--- src/rtl/ethernet_udp_handler.sv ---
// UDP stage behind the IPv4 parser: parses the UDP header, verifies the checksum,
// forwards the payload with zero latency and emits one metadata record per datagram.
module ethernet_udp_handler #(
  parameter int unsigned DATA_WIDTH = 8
) (
  input  logic                  clk,
  input  logic                  rst_n,
  input  logic [DATA_WIDTH-1:0] s_axis_tdata_i,
  input  logic                  s_axis_tvalid_i,
  output logic                  s_axis_tready_o,
  input  logic                  s_axis_tlast_i,
  output logic [DATA_WIDTH-1:0] m_axis_tdata_o,
  output logic                  m_axis_tvalid_o,
  input  logic                  m_axis_tready_i,
  output logic                  m_axis_tlast_o,
  input  logic [31:0]           ip_src_ip_i,
  input  logic [31:0]           ip_dst_ip_i,
  output logic                  meta_valid_o,
  input  logic                  meta_ready_i,
  output logic [15:0]           meta_src_port_o,
  output logic [15:0]           meta_dst_port_o,
  output logic [15:0]           meta_length_o,
  output logic                  meta_csum_ok_o,
  output logic                  meta_len_err_o
);

  localparam int unsigned HDR_BYTES = 8;

  typedef enum logic [1:0] {S_HEADER, S_FORWARD, S_DRAIN, S_WAIT} state_e;

  state_e      state_q;
  logic [15:0] cnt_q;
  logic [31:0] sum_q, sum_d;
  logic        odd_q, odd_d;
  logic [7:0]  hi_q, hi_d;
  logic        err_q, err_d;
  logic [15:0] src_q, src_d, dst_q, dst_d, len_q, len_d, rx_csum_q, rx_csum_d;

  logic        s_fire, hdr_fire, fwd_fire, last_pl;
  logic        to_wait, to_drain, to_fwd, csum_ok_c;
  logic [31:0] seed, fin_sum;
  logic [16:0] fold1;
  logic [15:0] fold2;

  assign s_fire   = s_axis_tvalid_i && s_axis_tready_o;
  assign hdr_fire = s_fire && (state_q == S_HEADER);
  assign fwd_fire = s_fire && (state_q == S_FORWARD);
  assign last_pl  = (cnt_q == len_q - 16'd1);

  // Payload path is a straight wire while forwarding.
  assign m_axis_tdata_o  = s_axis_tdata_i;
  assign m_axis_tvalid_o = (state_q == S_FORWARD) && s_axis_tvalid_i;
  assign m_axis_tlast_o  = (state_q == S_FORWARD) && (last_pl || s_axis_tlast_i);

  always_comb begin
    unique case (state_q)
      S_HEADER:  s_axis_tready_o = 1'b1;
      S_FORWARD: s_axis_tready_o = m_axis_tready_i;
      S_DRAIN:   s_axis_tready_o = 1'b1;
      default:   s_axis_tready_o = 1'b0;
    endcase
  end

  assign seed = {16'd0, ip_src_ip_i[31:16]} + {16'd0, ip_src_ip_i[15:0]}
              + {16'd0, ip_dst_ip_i[31:16]} + {16'd0, ip_dst_ip_i[15:0]} + 32'h0000_0011;

  // Header capture and running one's-complement sum over pseudo-header + datagram.
  always_comb begin
    sum_d     = sum_q;
    odd_d     = odd_q;
    hi_d      = hi_q;
    src_d     = src_q;
    dst_d     = dst_q;
    len_d     = len_q;
    rx_csum_d = rx_csum_q;
    if (hdr_fire) begin
      if (cnt_q == 16'd0) sum_d = seed;
      unique case (cnt_q[2:0])
        3'd0: src_d[15:8]     = s_axis_tdata_i;
        3'd1: src_d[7:0]      = s_axis_tdata_i;
        3'd2: dst_d[15:8]     = s_axis_tdata_i;
        3'd3: dst_d[7:0]      = s_axis_tdata_i;
        3'd4: len_d[15:8]     = s_axis_tdata_i;
        3'd5: len_d[7:0]      = s_axis_tdata_i;
        3'd6: rx_csum_d[15:8] = s_axis_tdata_i;
        default: rx_csum_d[7:0] = s_axis_tdata_i;
      endcase
      if (cnt_q == 16'd5) sum_d = sum_d + {16'd0, len_q[15:8], s_axis_tdata_i};
    end
    if (hdr_fire || fwd_fire) begin
      if (odd_q) begin
        sum_d = sum_d + {16'd0, hi_q, s_axis_tdata_i};
        odd_d = 1'b0;
      end else begin
        hi_d  = s_axis_tdata_i;
        odd_d = 1'b1;
      end
    end
    fin_sum = sum_d + (odd_d ? {16'd0, hi_d, 8'h00} : 32'd0);
    fold1   = {1'b0, fin_sum[15:0]} + {1'b0, fin_sum[31:16]};
    fold2   = fold1[15:0] + {15'd0, fold1[16]};
  end

  // Framing decisions for the byte presented this cycle.
  always_comb begin
    to_wait  = 1'b0;
    to_drain = 1'b0;
    to_fwd   = 1'b0;
    err_d    = err_q;
    if (hdr_fire) begin
      if (cnt_q != 16'(HDR_BYTES - 1)) begin
        if (s_axis_tlast_i) begin
          err_d   = 1'b1;
          to_wait = 1'b1;
        end
      end else begin
        // A stream ending on the last header byte with payload still owed is truncated.
        if (len_d < 16'(HDR_BYTES) || (len_d > 16'(HDR_BYTES) && s_axis_tlast_i)) err_d = 1'b1;
        if (s_axis_tlast_i)                 to_wait  = 1'b1;
        else if (len_d <= 16'(HDR_BYTES))   to_drain = 1'b1;
        else                                to_fwd   = 1'b1;
      end
    end else if (fwd_fire) begin
      if (last_pl) begin
        if (s_axis_tlast_i) to_wait  = 1'b1;
        else                to_drain = 1'b1;
      end else if (s_axis_tlast_i) begin
        err_d   = 1'b1;
        to_wait = 1'b1;
      end
    end else if (s_fire && state_q == S_DRAIN && s_axis_tlast_i) begin
      to_wait = 1'b1;
    end
    csum_ok_c = !err_d && ((fold2 == 16'hFFFF) || (rx_csum_d == 16'h0000));
  end

  always_ff @(posedge clk) begin
    if (!rst_n) begin
      state_q         <= S_HEADER;
      cnt_q           <= '0;
      sum_q           <= '0;
      odd_q           <= 1'b0;
      hi_q            <= '0;
      err_q           <= 1'b0;
      src_q           <= '0;
      dst_q           <= '0;
      len_q           <= '0;
      rx_csum_q       <= '0;
      meta_valid_o    <= 1'b0;
      meta_src_port_o <= '0;
      meta_dst_port_o <= '0;
      meta_length_o   <= '0;
      meta_csum_ok_o  <= 1'b0;
      meta_len_err_o  <= 1'b0;
    end else begin
      if (hdr_fire || fwd_fire) begin
        cnt_q     <= cnt_q + 16'd1;
        sum_q     <= sum_d;
        odd_q     <= odd_d;
        hi_q      <= hi_d;
        src_q     <= src_d;
        dst_q     <= dst_d;
        len_q     <= len_d;
        rx_csum_q <= rx_csum_d;
      end
      err_q <= err_d;
      unique case (state_q)
        S_WAIT: begin
          if (meta_ready_i) begin
            state_q      <= S_HEADER;
            meta_valid_o <= 1'b0;
            cnt_q        <= '0;
            sum_q        <= '0;
            odd_q        <= 1'b0;
            err_q        <= 1'b0;
          end
        end
        default: begin
          if (to_wait) begin
            state_q         <= S_WAIT;
            meta_valid_o    <= 1'b1;
            meta_src_port_o <= src_d;
            meta_dst_port_o <= dst_d;
            meta_length_o   <= len_d;
            meta_csum_ok_o  <= csum_ok_c;
            meta_len_err_o  <= err_d;
          end else if (to_drain) begin
            state_q <= S_DRAIN;
          end else if (to_fwd) begin
            state_q <= S_FORWARD;
          end
        end
      endcase
    end
  end

endmodule

--- config.mk ---
export PLATFORM = sky130hd
export DESIGN_NAME = ethernet_udp_handler
export DESIGN_NICKNAME = d
export VERILOG_FILES = /design/src/rtl/ethernet_udp_handler.sv
export SDC_FILE = /design/constraint.sdc
export NUM_CORES = 1
export LEC_CHECK = 0
export CAP_MARGIN = 30
export CORE_AREA = 2 2 225 227
export DETAILED_ROUTE_END_ITERATION = 8
export DIE_AREA = 0 0 227 229
export GPL_ROUTABILITY_DRIVEN = 0
export GPL_TIMING_DRIVEN = 0
export SETUP_SLACK_MARGIN = 0.5
export SYNTH_ARGS = -nofsm -noshare
export SYNTH_HDL_FRONTEND = slang
export SYNTH_SLANG_ARGS = --single-unit
--- constraint.sdc ---
create_clock -name clk -period 33.7 [get_ports clk]
set_input_delay 10.11 -clock clk [delete_from_list [all_inputs] [get_ports clk]]
set_output_delay 10.11 -clock clk [all_outputs]
set_load 0.03 [all_outputs]
# ---- Yosys cells after proc, flatten, opt, wreduce, memory -nomap -nowiden
# Cells that the tools add are included.
# Widths: inputs -> output; s select.
dict set report classes {
  add_sub_neg 11
  magnitude_cmp 3
  eq_ne 14
  n_mux 64
  n_bitwise 1
  n_reduce_logical 25
}
# op n
set ops {}
lappend ops {{$mux 32} 9}
lappend ops {{$mux 16} 8}
lappend ops {{$add 32x16->32} 3}
lappend ops {{$mux 8} 10}
lappend ops {{$add 16x16->17} 2}
lappend ops {{$logic_not 16->1} 2}
lappend ops {{$mux 1} 31}
lappend ops {{$add 19x5->20 const B} 1}
lappend ops {{$add 18x16->19} 1}
lappend ops {{$add 17x16->18} 1}
lappend ops {{$add 16x1->16} 1}
lappend ops {{$add 16x1->16 const B} 1}
lappend ops {{$eq 16x16->1} 1}
lappend ops {{$eq 16x16->1 const B} 1}
lappend ops {{$eq 16x3->1 const B} 1}
lappend ops {{$gt 16x4->1 const B} 1}
lappend ops {{$le 16x4->1 const B} 1}
lappend ops {{$lt 16x4->1 const B} 1}
lappend ops {{$ne 16x3->1 const B} 1}
lappend ops {{$sub 16x1->16 const B} 1}
lappend ops {{$mux 2} 5}
lappend ops {{$eq 3x3->1 const B} 3}
lappend ops {{$logic_and 1x1->1} 9}
lappend ops {{$reduce_or 7->1} 1}
lappend ops {{other kinds (15)} 22}
dict set report totals {
  regBits 175
  inputBits 78
  output_inout_bits 62
  wordCells 134
}

# ---- Longest topological paths before layout
dict set report logic_depth {
  word_depth 18
  ltp_mapped 65
  mapped_depth_nobuf 65
}

# ---- Worst setup path before layout
# OpenSTA, ideal clock, no wires.
dict set report synth_timing {
  path_type {input to register}
  startpoint {input port ip_src_ip_i[3]}
  endpoint {register meta_csum_ok_o}
  setup_ns 0.058
  arrival_time_ns 21.558
  required_ns 33.642
  slack_ns 12.085
  path_stages 60
  n_path_buf 0
  cell_sequence {inv_1 > fa_1 > inv_1 > fa_1 > fa_1 > ha_1 > a21o_1 > a21oi_1 > a21boi_0 > o21ai_0 > a21boi_0 > o21ai_0 > nand2_1 > xnor2_1 > o21ai_0 > ha_1 > and3_1 > a221oi_1 > [24 not listed] > o21bai_1 > a21oi_1 > nor2b_1 > o21a_1 > o41ai_1 > o21bai_1 > a21o_1 > a21o_1 > a21o_1 > ha_1 > ha_1 > nand4_1 > nor3b_1 > nand3_1 > a2111oi_0 > nand4_1 > nor4_1 > a31o_2}
}
dict set report synth_via {
  elab_chain_cells 18
}
# item line_no
set synth_lines {}
lappend synth_lines {{start, declared} 16} ;# input logic [31:0] ip_src_ip_i,
lappend synth_lines {{$add 16x16->17 (*)} 64} ;# assign seed = {16'd0, ip_src_ip_i[31:16]} + {16'd0, ip_src_ip_i[15:0]}
lappend synth_lines {{$add 17x16->18 (*)} 65} ;# + {16'd0, ip_dst_ip_i[31:16]} + {16'd0, ip_dst_ip_i[15:0]} + 32'h0000_0011;
lappend synth_lines {{$add 18x16->19 (*)} 65}
lappend synth_lines {{$add 19x5->20 (*)} 65}
lappend synth_lines {{$mux 32 (*)} 77} ;# if (cnt_q == 16'd0) sum_d = seed;
lappend synth_lines {{$mux 32 (*)} 76} ;# if (hdr_fire) begin
lappend synth_lines {{$add 32x16->32} 88} ;# if (cnt_q == 16'd5) sum_d = sum_d + {16'd0, len_q[15:8], s_axis_tdata_i};
lappend synth_lines {{$mux 32 (*)} 88}
lappend synth_lines {{[2 not listed]} --}
lappend synth_lines {{$mux 32} 91} ;# if (odd_q) begin
lappend synth_lines {{$mux 32 (*)} 90} ;# if (hdr_fire || fwd_fire) begin
lappend synth_lines {{$add 32x16->32 (*)} 99} ;# fin_sum = sum_d + (odd_d ? {16'd0, hi_d, 8'h00} : 32'd0);
lappend synth_lines {{$add 16x16->17 (*)} 100} ;# fold1 = {1'b0, fin_sum[15:0]} + {1'b0, fin_sum[31:16]};
lappend synth_lines {{$add 16x1->16 (*)} 101} ;# fold2 = fold1[15:0] + {15'd0, fold1[16]};
lappend synth_lines {{$eq 16x16->1 (*)} 134} ;# csum_ok_c = !err_d && ((fold2 == 16'hFFFF) || (rx_csum_d == 16'h0000));
lappend synth_lines {{$logic_or 1x1->1 (*)} 134}
lappend synth_lines {{$logic_and 1x1->1 (*)} 134}
lappend synth_lines {{end signal, assigned} 185} ;# meta_csum_ok_o <= csum_ok_c;
lappend synth_lines {{end, declared} 23} ;# output logic meta_csum_ok_o,
# Every way passes the cells marked *; elsewhere a longest branch is shown, timed or not. The select of a mux whose other input is x is not followed.
# A chain may end at the register's enable or synchronous reset.

# ---- Worst setup path in the final report
# Ends and elaborated chain as after synthesis.

==> results.json <==
{
  "drive_above_1_share_pct": 4.01,
  "place_inst": 2507,
  "grt_first_pass_wirelength_um": 68400,
  "startpoint": "ip_src_ip_i[3]",
  "cp_slowest_stage_delay_ns": 0.53,
  "dpl.hpwl_um": 33800,
  "cp-start-kind": "primary input",
  "grt.overflow.total": 0,
  "min_from": "rx_csum_q[11]",
  "fillers": 5220,
  "ctsRootBufferMaster": "clkbuf_16",
  "comb_power_share_pct": 48.3,
  "via_per_inst": 5.04,
  "finalClockSkew_ns": 0.0199,
  "swShare_pct": 42.0,
  "timing.slew.headroom_pct": 33.0,
  "synth_edf_count": 0,
  "core_area_sq_um": 49700,
  "worstSetupPathType": "primary input to flip-flop",
  "yosys_warnings": 0,
  "crit_path_top_delay_cell": "fa_1",
  "synth_area_leaders": "dfxtp_1, ha_1, nand2_1",
  "p_leak_uw": 0.00740,
  "cp_max_fo": 5,
  "cts_buffer_depth": 2,
  "fmax_mhz": 42.5,
  "ys.flop_type": "dfxtp_1",
  "drt_iter0_drc": 1076,
  "required_ns": 34.10,
  "cell_internal_pwr_uw": 488,
  "clk_pin_slew_ns": 0.08,
  "p_per_area_nw_per_um2": 50.7,
  "grt_antenna_before_repair": 3,
  "ios": 140,
  "grt_pass1_vias": 12557,
  "power_frac_clock_pct": 24.8,
  "worstSetupEndpointType": "flip-flop",
  "dieArea_sq_um": 52000,
  "hold_viol": 0,
  "wirelength_um": 43300,
  "ys_ff_latch": 175,
  "io_buffers": 138,
  "total_power_uw": 840,
  "power_frac_seq_pct": 26.9,
  "crit_arrival_ns": 23.93,
  "dieWidth_um": 227,
  "ys_types": 77,
  "async_reset_ff_share_pct": 0,
  "cts_tree": "done",
  "initial_utilization_pct": 27.6,
  "grt_setup_unrepaired": "no",
  "slew_violations": 0,
  "grt_max_degree": 20,
  "cts_buffers": 17,
  "synth_seq_area_share_pct": 25.5,
  "r2r-start": "cnt_q[0]",
  "hold_buffers": 0,
  "multiInputGateArea_sq_um": 9520,
  "layout_min_cycle_time_ns": 23.54,
  "grt_use_total_pct": 16.7,
  "vias": 12803,
  "syn_area_sq_um": 13700,
  "worst_pin_slew_ns": 1.00,
  "fin_nets": 2071,
  "crit_buf_inv": 3,
  "hp-class": "flip-flop to flip-flop",
  "num_rows": 82,
  "avgSynthCellArea_sq_um": 8.09,
  "layout_worst_path_cycle_share_pct": 69.8,
  "cts_resized": 0,
  "synth_cells": 1697,
  "timing.setup.tns_ns": 0,
  "path_delay_family": "compound AO/OA/AOI/OAI gates",
  "setup_viol": 0,
  "clk_latency_ns": 0.45,
  "die_y_um": 229,
  "layout.area.seq_sq_um": 3500,
  "wire_per_inst_um": 17.0,
  "cts_sinks": 175,
  "drc": 0,
  "synth.net_count": 1913,
  "cap_violations": 0,
  "max-vdd-ir-drop_v": 0.0000388,
  "fin_cells": 2541,
  "h-tree-depth": 4,
  "postCtsSetupRepairBufs": 0,
  "area_delta_synth_final_pct": 20.8,
  "cpMostUsedCell": "ha_1",
  "status": "complete, no violations",
  "ant_nets": 0,
  "p_switching_uw": 352,
  "synth.top_cell.area_share_pct": 25.5,
  "first_pass_iters": 6,
  "synth_top_area_cell": "dfxtp_1"
}
[power groups by stage]
stage | combinational [uW] | sequential [uW] | clock, uW
2_1_floorplan | 282 | 236 | 0
3_3_place_gp | 393 | 230 | 0
3_5_place_dp | 400 | 230 | 0
4_1_cts | 403 | 226 | 212
5_1_grt | 449 | 227 | 219
6_report | 406 | 226 | 208
[synthesized netlist by cell type, types with 52 or more instances]
cell,count
xnor2_1,71
inv_1,89
a21oi_1,99
clkbuf_1,68
mux2i_1,63
o21ai_0,65
nand2_1,251
nor2_1,118
dfxtp_1,175
nor2b_1,86
ha_1,103
o211a_1,52
[kinds of logic after synthesis]
family          Yosys count  synth area share [%]
compound gates          392                  20.1
xor+xnor                121                  7.72
fa+ha+maj               138                  14.5
buf+inv                 174                  5.10
flops                   175                  25.5
mux                      68                  5.00
simple gates            629                  22.0
[area by class of cell]
type                    instances  area share [%]
flip-flops and latches        175            21.1
clock inverters                15            1.19
repair buffers                139            8.38
plain buffers                  85            2.20
clock buffers                  17            2.57
well taps                     672            5.07
diodes                          1          0.0151
inverters                      89            2.01
multi-input cells            1348            57.4
[worst register-to-register path: cells and delay by family (launching register included)]
kind	cells	cell delay, ns
buffers and inverters	6	1.44
XOR/XNOR	3	0.47
flip-flops	1	0.49
AO/OA/AOI/OAI	27	5.60
AND/OR/NAND/NOR	18	2.73
adder cells (fa/ha/maj)	8	2.35
[worst paths after layout]
| check | end | slack (ns) | cells after the start |
|---|---|---|---|
| hold / removal | rx_csum_q[11] | 0.48 | 2 |
| setup / recovery | meta_csum_ok_o | 10.16 | 61 |
| setup reg to reg | meta_csum_ok_o | 20.57 | 62 |
| hold reg to reg | rx_csum_q[11] | 0.48 | 2 |
[sequential cells by signal, indices dropped and copies added, names as in the netlist, 2 cells and up]
signal,cells
dst_q,16
meta_src_port_o,16
len_q,16
sum_q,32
state_q,2
meta_dst_port_o,16
meta_length_o,16
src_q,16
cnt_q,16
rx_csum_q,16
hi_q,8
[cell usage in the layout (no fill, tap or decap), drive strengths merged, types with 6 or more instances in the layout]
master | synthesis | layout
buf | 17 | 17
a211oi | 11 | 11
clkinv | 0 | 6
fa | 35 | 35
and2 | 10 | 10
o211ai | 7 | 7
nor3 | 21 | 21
nand2b | 7 | 7
clkbuf | 68 | 86
a22oi | 6 | 6
mux2i | 63 | 63
or4 | 6 | 6
o31ai | 9 | 9
a21o | 27 | 27
a21oi | 101 | 101
o21a | 21 | 21
nand3 | 50 | 50
and3 | 24 | 24
xor2 | 50 | 50
a211o | 7 | 7
ha | 103 | 103
a31oi | 27 | 27
xnor2 | 71 | 71
nor2b | 86 | 86
clkdlybuf4s50 | 0 | 138
dfxtp | 175 | 175
nor4 | 19 | 19
o21bai | 9 | 9
a21boi | 24 | 24
nand4 | 15 | 15
nand2 | 251 | 251
o21ai | 68 | 68
o211a | 52 | 52
inv | 89 | 95
nor2 | 118 | 118
[through the flow]
stage               hold slack (ns)  setup WS [ns]  cell area, sq um  utilization [%]
global route                  0.501           8.84             16600             33.4
floorplan                     0.443          12.08             13700                -
global placement              0.452           9.87             15900             32.1
detailed placement            0.463           9.82             15900             32.1
finish                        0.476          10.16             16600             33.4
CTS                           0.474          10.19             16600             33.4
[routing by layer]
layer	vias to the layer above	wire length, um	GRT usage, %
met2	462	19400	27.1
li1	6235	-	-
met1	6027	19600	22.3
met5	-	30	0
met4	4	1120	5.19
met3	75	3110	2.95
No activity file was read; power rests on OpenSTA's default activity.
